==> src/rtl/mul_issue_ctrl_if.sv <==
// rtl/mul_issue_ctrl_if.sv - operand stream, multiplier port and result stream bundle
interface mul_issue_ctrl_if #(
  parameter int DEPTH = 4
);
  logic                      in_valid;
  logic                      in_ready;
  logic [31:0]               in_mlier;
  logic [31:0]               in_mcand;
  logic                      m_start;
  logic [31:0]               m_mlier;
  logic [31:0]               m_mcand;
  logic [63:0]               m_prodt;
  logic                      m_valid;
  logic                      out_valid;
  logic                      out_ready;
  logic [63:0]               out_prodt;
  logic [7:0]                out_lat;
  logic                      err_timeout;
  logic [$clog2(DEPTH):0]    fifo_count;

  modport master (
    input  in_valid, in_mlier, in_mcand, m_prodt, m_valid, out_ready,
    output in_ready, m_start, m_mlier, m_mcand, out_valid, out_prodt,
           out_lat, err_timeout, fifo_count
  );

  modport slave (
    output in_valid, in_mlier, in_mcand, m_prodt, m_valid, out_ready,
    input  in_ready, m_start, m_mlier, m_mcand, out_valid, out_prodt,
           out_lat, err_timeout, fifo_count
  );
endinterface

==> src/rtl/mul_issue_ctrl.sv <==
// rtl/mul_issue_ctrl.sv - operand FIFO, multiplier start sequencing and result capture
module mul_issue_ctrl #(
  parameter int DEPTH   = 4,
  parameter int MAX_LAT = 40
) (
  input logic           clock,
  input logic           reset,
  mul_issue_ctrl_if.master bus
);
  localparam int              AW        = $clog2(DEPTH);
  localparam logic [AW:0]     FULL_CNT  = (AW+1)'(DEPTH);
  localparam logic [AW:0]     CNT_ONE   = 1;
  localparam logic [AW-1:0]   PTR_ONE   = 1;
  localparam logic [7:0]      LAT_LIMIT = 8'(MAX_LAT);

  typedef enum logic [1:0] {S_IDLE, S_RUN, S_GAP} state_t;

  state_t         state, state_nxt;
  logic [63:0]    mem [DEPTH];
  logic [AW-1:0]  wr_ptr, rd_ptr;
  logic [AW:0]    count;
  logic [63:0]    head;
  logic           push, pop, launch_ok;
  logic           done_hit, expire_hit;
  logic [7:0]     lat_cnt;
  logic [7:0]     lat_inc;

  // Full FIFO refuses pushes regardless of a same-cycle pop, so ready depends on count alone.
  assign bus.in_ready = (count != FULL_CNT);
  assign bus.fifo_count = count;
  assign push = bus.in_valid && bus.in_ready;
  // Never launch while a result is parked and not being taken this cycle.
  assign launch_ok = (count != '0) && (!bus.out_valid || bus.out_ready);
  assign head = mem[rd_ptr];
  assign lat_inc = lat_cnt + 8'd1;

  // Sequencer next state: load/pop on launch, finish on valid or watchdog expiry.
  always_comb begin
    state_nxt  = state;
    pop        = 1'b0;
    done_hit   = 1'b0;
    expire_hit = 1'b0;
    case (state)
      S_IDLE: begin
        if (launch_ok) begin
          pop       = 1'b1;
          state_nxt = S_RUN;
        end
      end
      S_RUN: begin
        if (bus.m_valid) begin
          done_hit  = 1'b1;
          state_nxt = S_GAP;
        end else if (lat_inc == LAT_LIMIT) begin
          expire_hit = 1'b1;
          state_nxt  = S_GAP;
        end
      end
      S_GAP: begin
        if (launch_ok) begin
          pop       = 1'b1;
          state_nxt = S_RUN;
        end else begin
          state_nxt = S_IDLE;
        end
      end
      default: state_nxt = S_IDLE;
    endcase
  end

  // Sequencer state register.
  always_ff @(posedge clock or posedge reset) begin
    if (reset) state <= S_IDLE;
    else       state <= state_nxt;
  end

  // FIFO storage; contents are don't-care when the pointers say empty.
  always_ff @(posedge clock) begin
    if (push) mem[wr_ptr] <= {bus.in_mlier, bus.in_mcand};
  end

  // FIFO pointers and occupancy.
  always_ff @(posedge clock or posedge reset) begin
    if (reset) begin
      wr_ptr <= '0;
      rd_ptr <= '0;
      count  <= '0;
    end else begin
      if (push) wr_ptr <= wr_ptr + PTR_ONE;
      if (pop)  rd_ptr <= rd_ptr + PTR_ONE;
      case ({push, pop})
        2'b10:   count <= count + CNT_ONE;
        2'b01:   count <= count - CNT_ONE;
        default: count <= count;
      endcase
    end
  end

  // Multiplier drive: start follows the next state so it is a clean flop output.
  always_ff @(posedge clock or posedge reset) begin
    if (reset) begin
      bus.m_start <= 1'b0;
      bus.m_mlier <= '0;
      bus.m_mcand <= '0;
      lat_cnt     <= '0;
    end else begin
      bus.m_start <= (state_nxt == S_RUN);
      if (pop) begin
        bus.m_mlier <= head[63:32];
        bus.m_mcand <= head[31:0];
        lat_cnt     <= '0;
      end else if (state == S_RUN) begin
        lat_cnt <= lat_inc;
      end
    end
  end

  // Result register and sticky watchdog flag.
  always_ff @(posedge clock or posedge reset) begin
    if (reset) begin
      bus.out_valid   <= 1'b0;
      bus.out_prodt   <= '0;
      bus.out_lat     <= '0;
      bus.err_timeout <= 1'b0;
    end else begin
      if (done_hit) begin
        bus.out_valid <= 1'b1;
        bus.out_prodt <= bus.m_prodt;
        bus.out_lat   <= lat_inc;
      end else if (bus.out_valid && bus.out_ready) begin
        bus.out_valid <= 1'b0;
      end
      if (expire_hit) bus.err_timeout <= 1'b1;
    end
  end
endmodule

==> src/flat_wrapper.sv <==
// flat-port wrapper written by rule: the top's interface ports become plain ports
module mul_issue_ctrl_flat 
#(
  parameter int DEPTH   = 4,
  parameter int MAX_LAT = 40
)
  (clock, reset, bus_in_valid, bus_in_mlier, bus_in_mcand, bus_m_prodt, bus_m_valid, bus_out_ready, bus_in_ready, bus_m_start, bus_m_mlier, bus_m_mcand, bus_out_valid, bus_out_prodt, bus_out_lat, bus_err_timeout, bus_fifo_count);
  mul_issue_ctrl_if #(.DEPTH(DEPTH)) bus_i ();
  input logic clock;
  input logic reset;
  input wire logic [$bits(bus_i.in_valid)-1:0] bus_in_valid;
  input wire logic [$bits(bus_i.in_mlier)-1:0] bus_in_mlier;
  input wire logic [$bits(bus_i.in_mcand)-1:0] bus_in_mcand;
  input wire logic [$bits(bus_i.m_prodt)-1:0] bus_m_prodt;
  input wire logic [$bits(bus_i.m_valid)-1:0] bus_m_valid;
  input wire logic [$bits(bus_i.out_ready)-1:0] bus_out_ready;
  output wire logic [$bits(bus_i.in_ready)-1:0] bus_in_ready;
  output wire logic [$bits(bus_i.m_start)-1:0] bus_m_start;
  output wire logic [$bits(bus_i.m_mlier)-1:0] bus_m_mlier;
  output wire logic [$bits(bus_i.m_mcand)-1:0] bus_m_mcand;
  output wire logic [$bits(bus_i.out_valid)-1:0] bus_out_valid;
  output wire logic [$bits(bus_i.out_prodt)-1:0] bus_out_prodt;
  output wire logic [$bits(bus_i.out_lat)-1:0] bus_out_lat;
  output wire logic [$bits(bus_i.err_timeout)-1:0] bus_err_timeout;
  output wire logic [$bits(bus_i.fifo_count)-1:0] bus_fifo_count;
  assign bus_i.in_valid = bus_in_valid;
  assign bus_i.in_mlier = bus_in_mlier;
  assign bus_i.in_mcand = bus_in_mcand;
  assign bus_i.m_prodt = bus_m_prodt;
  assign bus_i.m_valid = bus_m_valid;
  assign bus_i.out_ready = bus_out_ready;
  assign bus_in_ready = bus_i.in_ready;
  assign bus_m_start = bus_i.m_start;
  assign bus_m_mlier = bus_i.m_mlier;
  assign bus_m_mcand = bus_i.m_mcand;
  assign bus_out_valid = bus_i.out_valid;
  assign bus_out_prodt = bus_i.out_prodt;
  assign bus_out_lat = bus_i.out_lat;
  assign bus_err_timeout = bus_i.err_timeout;
  assign bus_fifo_count = bus_i.fifo_count;
  mul_issue_ctrl #(.DEPTH(DEPTH), .MAX_LAT(MAX_LAT)) u_core (.clock(clock), .reset(reset), .bus(bus_i));
endmodule
==> config.mk <==
export PLATFORM = sky130hd
export DESIGN_NAME = mul_issue_ctrl_flat
export DESIGN_NICKNAME = d
export VERILOG_FILES = /design/src/rtl/mul_issue_ctrl_if.sv /design/src/rtl/mul_issue_ctrl.sv /design/src/flat_wrapper.sv
export SDC_FILE = /design/constraint.sdc
export NUM_CORES = 1
export LEC_CHECK = 0
export ABC_AREA = 1
export BUFFER_PORTS_ARGS = -buffer_cell sky130_fd_sc_hd__buf_4
export CAP_MARGIN = 20
export CORE_MARGIN = 3
export CORE_UTILIZATION = 46
export CTS_BUF_LIST = sky130_fd_sc_hd__clkbuf_8
export DETAILED_ROUTE_END_ITERATION = 16
export PLACE_DENSITY = 0.68
export SLEW_MARGIN = 20
export SYNTH_ARGS = -nofsm -noshare
export SYNTH_HDL_FRONTEND = slang
export SYNTH_SLANG_ARGS = --single-unit
==> constraint.sdc <==
create_clock -name clock -period 5.1 [get_ports clock]
set_input_delay 0.51 -clock clock [delete_from_list [all_inputs] [get_ports clock]]
set_output_delay 0.51 -clock clock [all_outputs]
set_load 0.02 [all_outputs]
==> results.cfg <==
[status]
outcome = completed

[layout]
mostFrequentLayoutCells = nand2_1, buf_4, edfxtp_1, dfrtp_1, nor2_1
num_antenna_cells = 0
syn_to_final_growth_pct = 23.01
final_common_cell = nand2_1
drive_above_1_share_pct = 24.38
nets = 1748
fin_cells = 2105

[synthesis]
synth_fp_nets = 1459
synth.distinct_cells = 31
synth-warning-count = 0
netlist_area_sq_um = 15700
synth.avg_cell_area_sq_um = 11.91
ys_seq_area_share_pct = 73.82
syn_inst = 1318
ys_ff_latch = 412

[route]
avgRoutedWirePerCell_um = 17.65
drtPass1Iterations = 4
routed_wirelength_um = 37150
via_count = 10573
antenna_left = 0
via_per_inst = 5.023
drc = 0
drt_iter0_drc = 672

[worst_setup_path]
slowest_stage = inv_4
rr_endpoint = u_core.bus.m_mcand[24]
worstPathMaxFanout = 91
setup.worst_path.class = flip-flop to flip-flop
timing.rr.start = u_core.rd_ptr[0]
rrSetupSlack_ns = 2.36
path_common_cell = nand2_1
start_kind = flip-flop
crit_chain = inv_4 -> buf_4 -> nor2_1 -> o22ai_1 -> nand2_1 -> nand2_1
endpoint_kind = flip-flop
cp.arrival_ns = 3.23
worst_ep_required_time_ns = 5.59
cp_num_buf_inv = 2
cp_top_family = buffers and inverters
cpPeakStageDelay_ns = 0.82
worst-r2r-cell-count = 6

[clock_network]
cts_tree = done
cts_made_buffers = 67
cts_setup_buffers = 0
clkSinkCount = 412
clk_pin_slew_ns = 0.06
insertion_delay_ns = 0.57
htreeDepth = 3
hold_buffers = 0
cts_max_path_buffers = 3
clockRootBuffer = clkbuf_8
post_cts_resize_count = 0

[floorplanning]
io_pins = 276
die_w_um = 190.8
core_area_sq_um = 33620
initial_core_util_pct = 46.71
dieArea_sq_um = 36390
rows = 67
die_y_um = 190.8

[global_routing]
grt_overflow_total = 0
grt_pass1_vias = 10736
grt_usage_pct = 20.30
grt_pass1_wl_um = 58150
antenna_found_initial = 4
grt_max_degree = 92

[placed_design]
place_inst = 1986
dp_hpwl_um = 22580
portBuffers = 275
gp_congestion = 0.7620

[min_path]
hold_class = input pin to async pin

[timing]
finalSetupViolations = 0
clock_skew_ns = 0.02933
hold_violations = 0
max_freq_ghz = 0.3653
rsz0062_at_grt = no
period_share_pct = 53.68
worst_pin_slew_ns = 1.037
slew_headroom_pct = 30.71
setup_tns_ns = 0
slew_violations = 0
layout_min_cycle_time_ns = 2.738

[pwr]
power_density_nw_per_um2 = 636.2
vdd_drop_max_v = 0.0003275
leakagePower_nw = 8.351

[flow_run]
cap_violations = 0
==> worst max-delay path by stage <==
stage / from / endpoint / slack (ns) / depth (start not counted)
floorplan: reset / u_core.bus.err_timeout / 0.38 / 1
global placement: bus_out_ready / u_core.bus.fifo_count[2] / 2.21 / 11
detailed placement: bus_out_ready / u_core.bus.fifo_count[2] / 2.19 / 11
CTS: u_core.rd_ptr[0] / u_core.bus.m_mlier[28] / 2.32 / 6
global route: u_core.rd_ptr[0] / u_core.bus.m_mlier[28] / 2.10 / 6
finish: u_core.rd_ptr[0] / u_core.bus.m_mcand[24] / 2.36 / 6
==> where the power goes <==
part	internal (mW)	switching [mW]	leakage (nW)
registers	4.60	0.503	4.28
clock network	1.41	1.24	0.749
logic	1.56	2.98	3.32
total	7.56	4.72	8.35
==> registers in the layout, summed over array words and instances, names as in the netlist <==
name and flops:
u_core.wr_ptr 2, u_core.state 2, u_core.lat_cnt 8, u_core.bus.m_start 1, u_core.bus.out_prodt 64, u_core.bus.m_mcand 32
u_core.bus.out_lat 8, u_core.rd_ptr 2, u_core.bus.out_valid 1, u_core.bus.err_timeout 1, u_core.bus.m_mlier 32, u_core.bus.fifo_count 3
u_core.mem 256
==> layout make-up <==
type	count	area, sq um
fill	2796	14300
sequential	412	11600
multi-input combinational	802	3587
timing repair buffer	291	2185
clock buffer	72	991.0
tap	448	560.5
clock inverter	47	262.8
inverter	33	131.4
==> per-stage QoR <==
stage | worst slack (ns) | util (%) | cell area, sq um | total power, mW | hold slack, ns
final | 2.362 | 57.45 | 19310 | 12.29 | 0.06379
after global routing | 2.096 | 57.45 | 19310 | 13.16 | 0.1029
after detailed placement | 2.187 | 53.72 | 18060 | 9.771 | 0.4608
after floorplan | 0.3835 | - | 15700 | 8.052 | 0.5242
after CTS | 2.323 | 57.45 | 19310 | 12.47 | 0.07683
after global placement | 2.210 | 53.72 | 18060 | 9.672 | 0.4562
==> kinds of logic after synthesis <==
family                     count (synthesis)  synth area share, %
xor gates and xnor gates                   6               0.3825
adders and majority gates                  8               0.6853
buffers and inverters                    104                3.602
DFF                                      412                73.82
AOI/OAI and AO/OA                        214                7.411
and+or+nand+nor                          574                14.10
==> synthesized netlist by cell type <==
cell type	count	area, sq um
edfxtp_1	256	7687
inv_2	5	18.77
clkinv_1	1	3.750
o22ai_1	69	431.7
nor2_2	5	31.28
nand2_1	415	1558
o21ai_1	77	385.4
a21oi_2	1	8.760
nand3_2	4	40.04
o21bai_1	1	7.510
o21ai_0	63	315.3
ha_1	7	87.58
clkbuf_2	2	10.01
xor2_2	1	16.27
buf_8	1	15.01
xnor2_1	1	8.760
nand2_2	1	6.260
nor2_1	140	525.5
nand3_1	7	35.03
buf_4	18	135.1
fa_1	1	20.02
dfrtp_1	156	3904
inv_4	1	6.260
buf_6	11	123.9
xor2_1	4	35.03
buf_2	7	35.03
a21oi_1	3	15.01
inv_1	26	97.59
clkbuf_1	32	120.1
nand4_1	1	6.260
nor2_4	1	11.26
==> routing by layer <==
metal | GRT usage, % | wire (um)
met2 | 33.18 | 17370
met5 | 0 | 56
met1 | 26.03 | 15680
met3 | 6.048 | 3173
met4 | 6.971 | 871
Power figures use the tool's default switching activity.
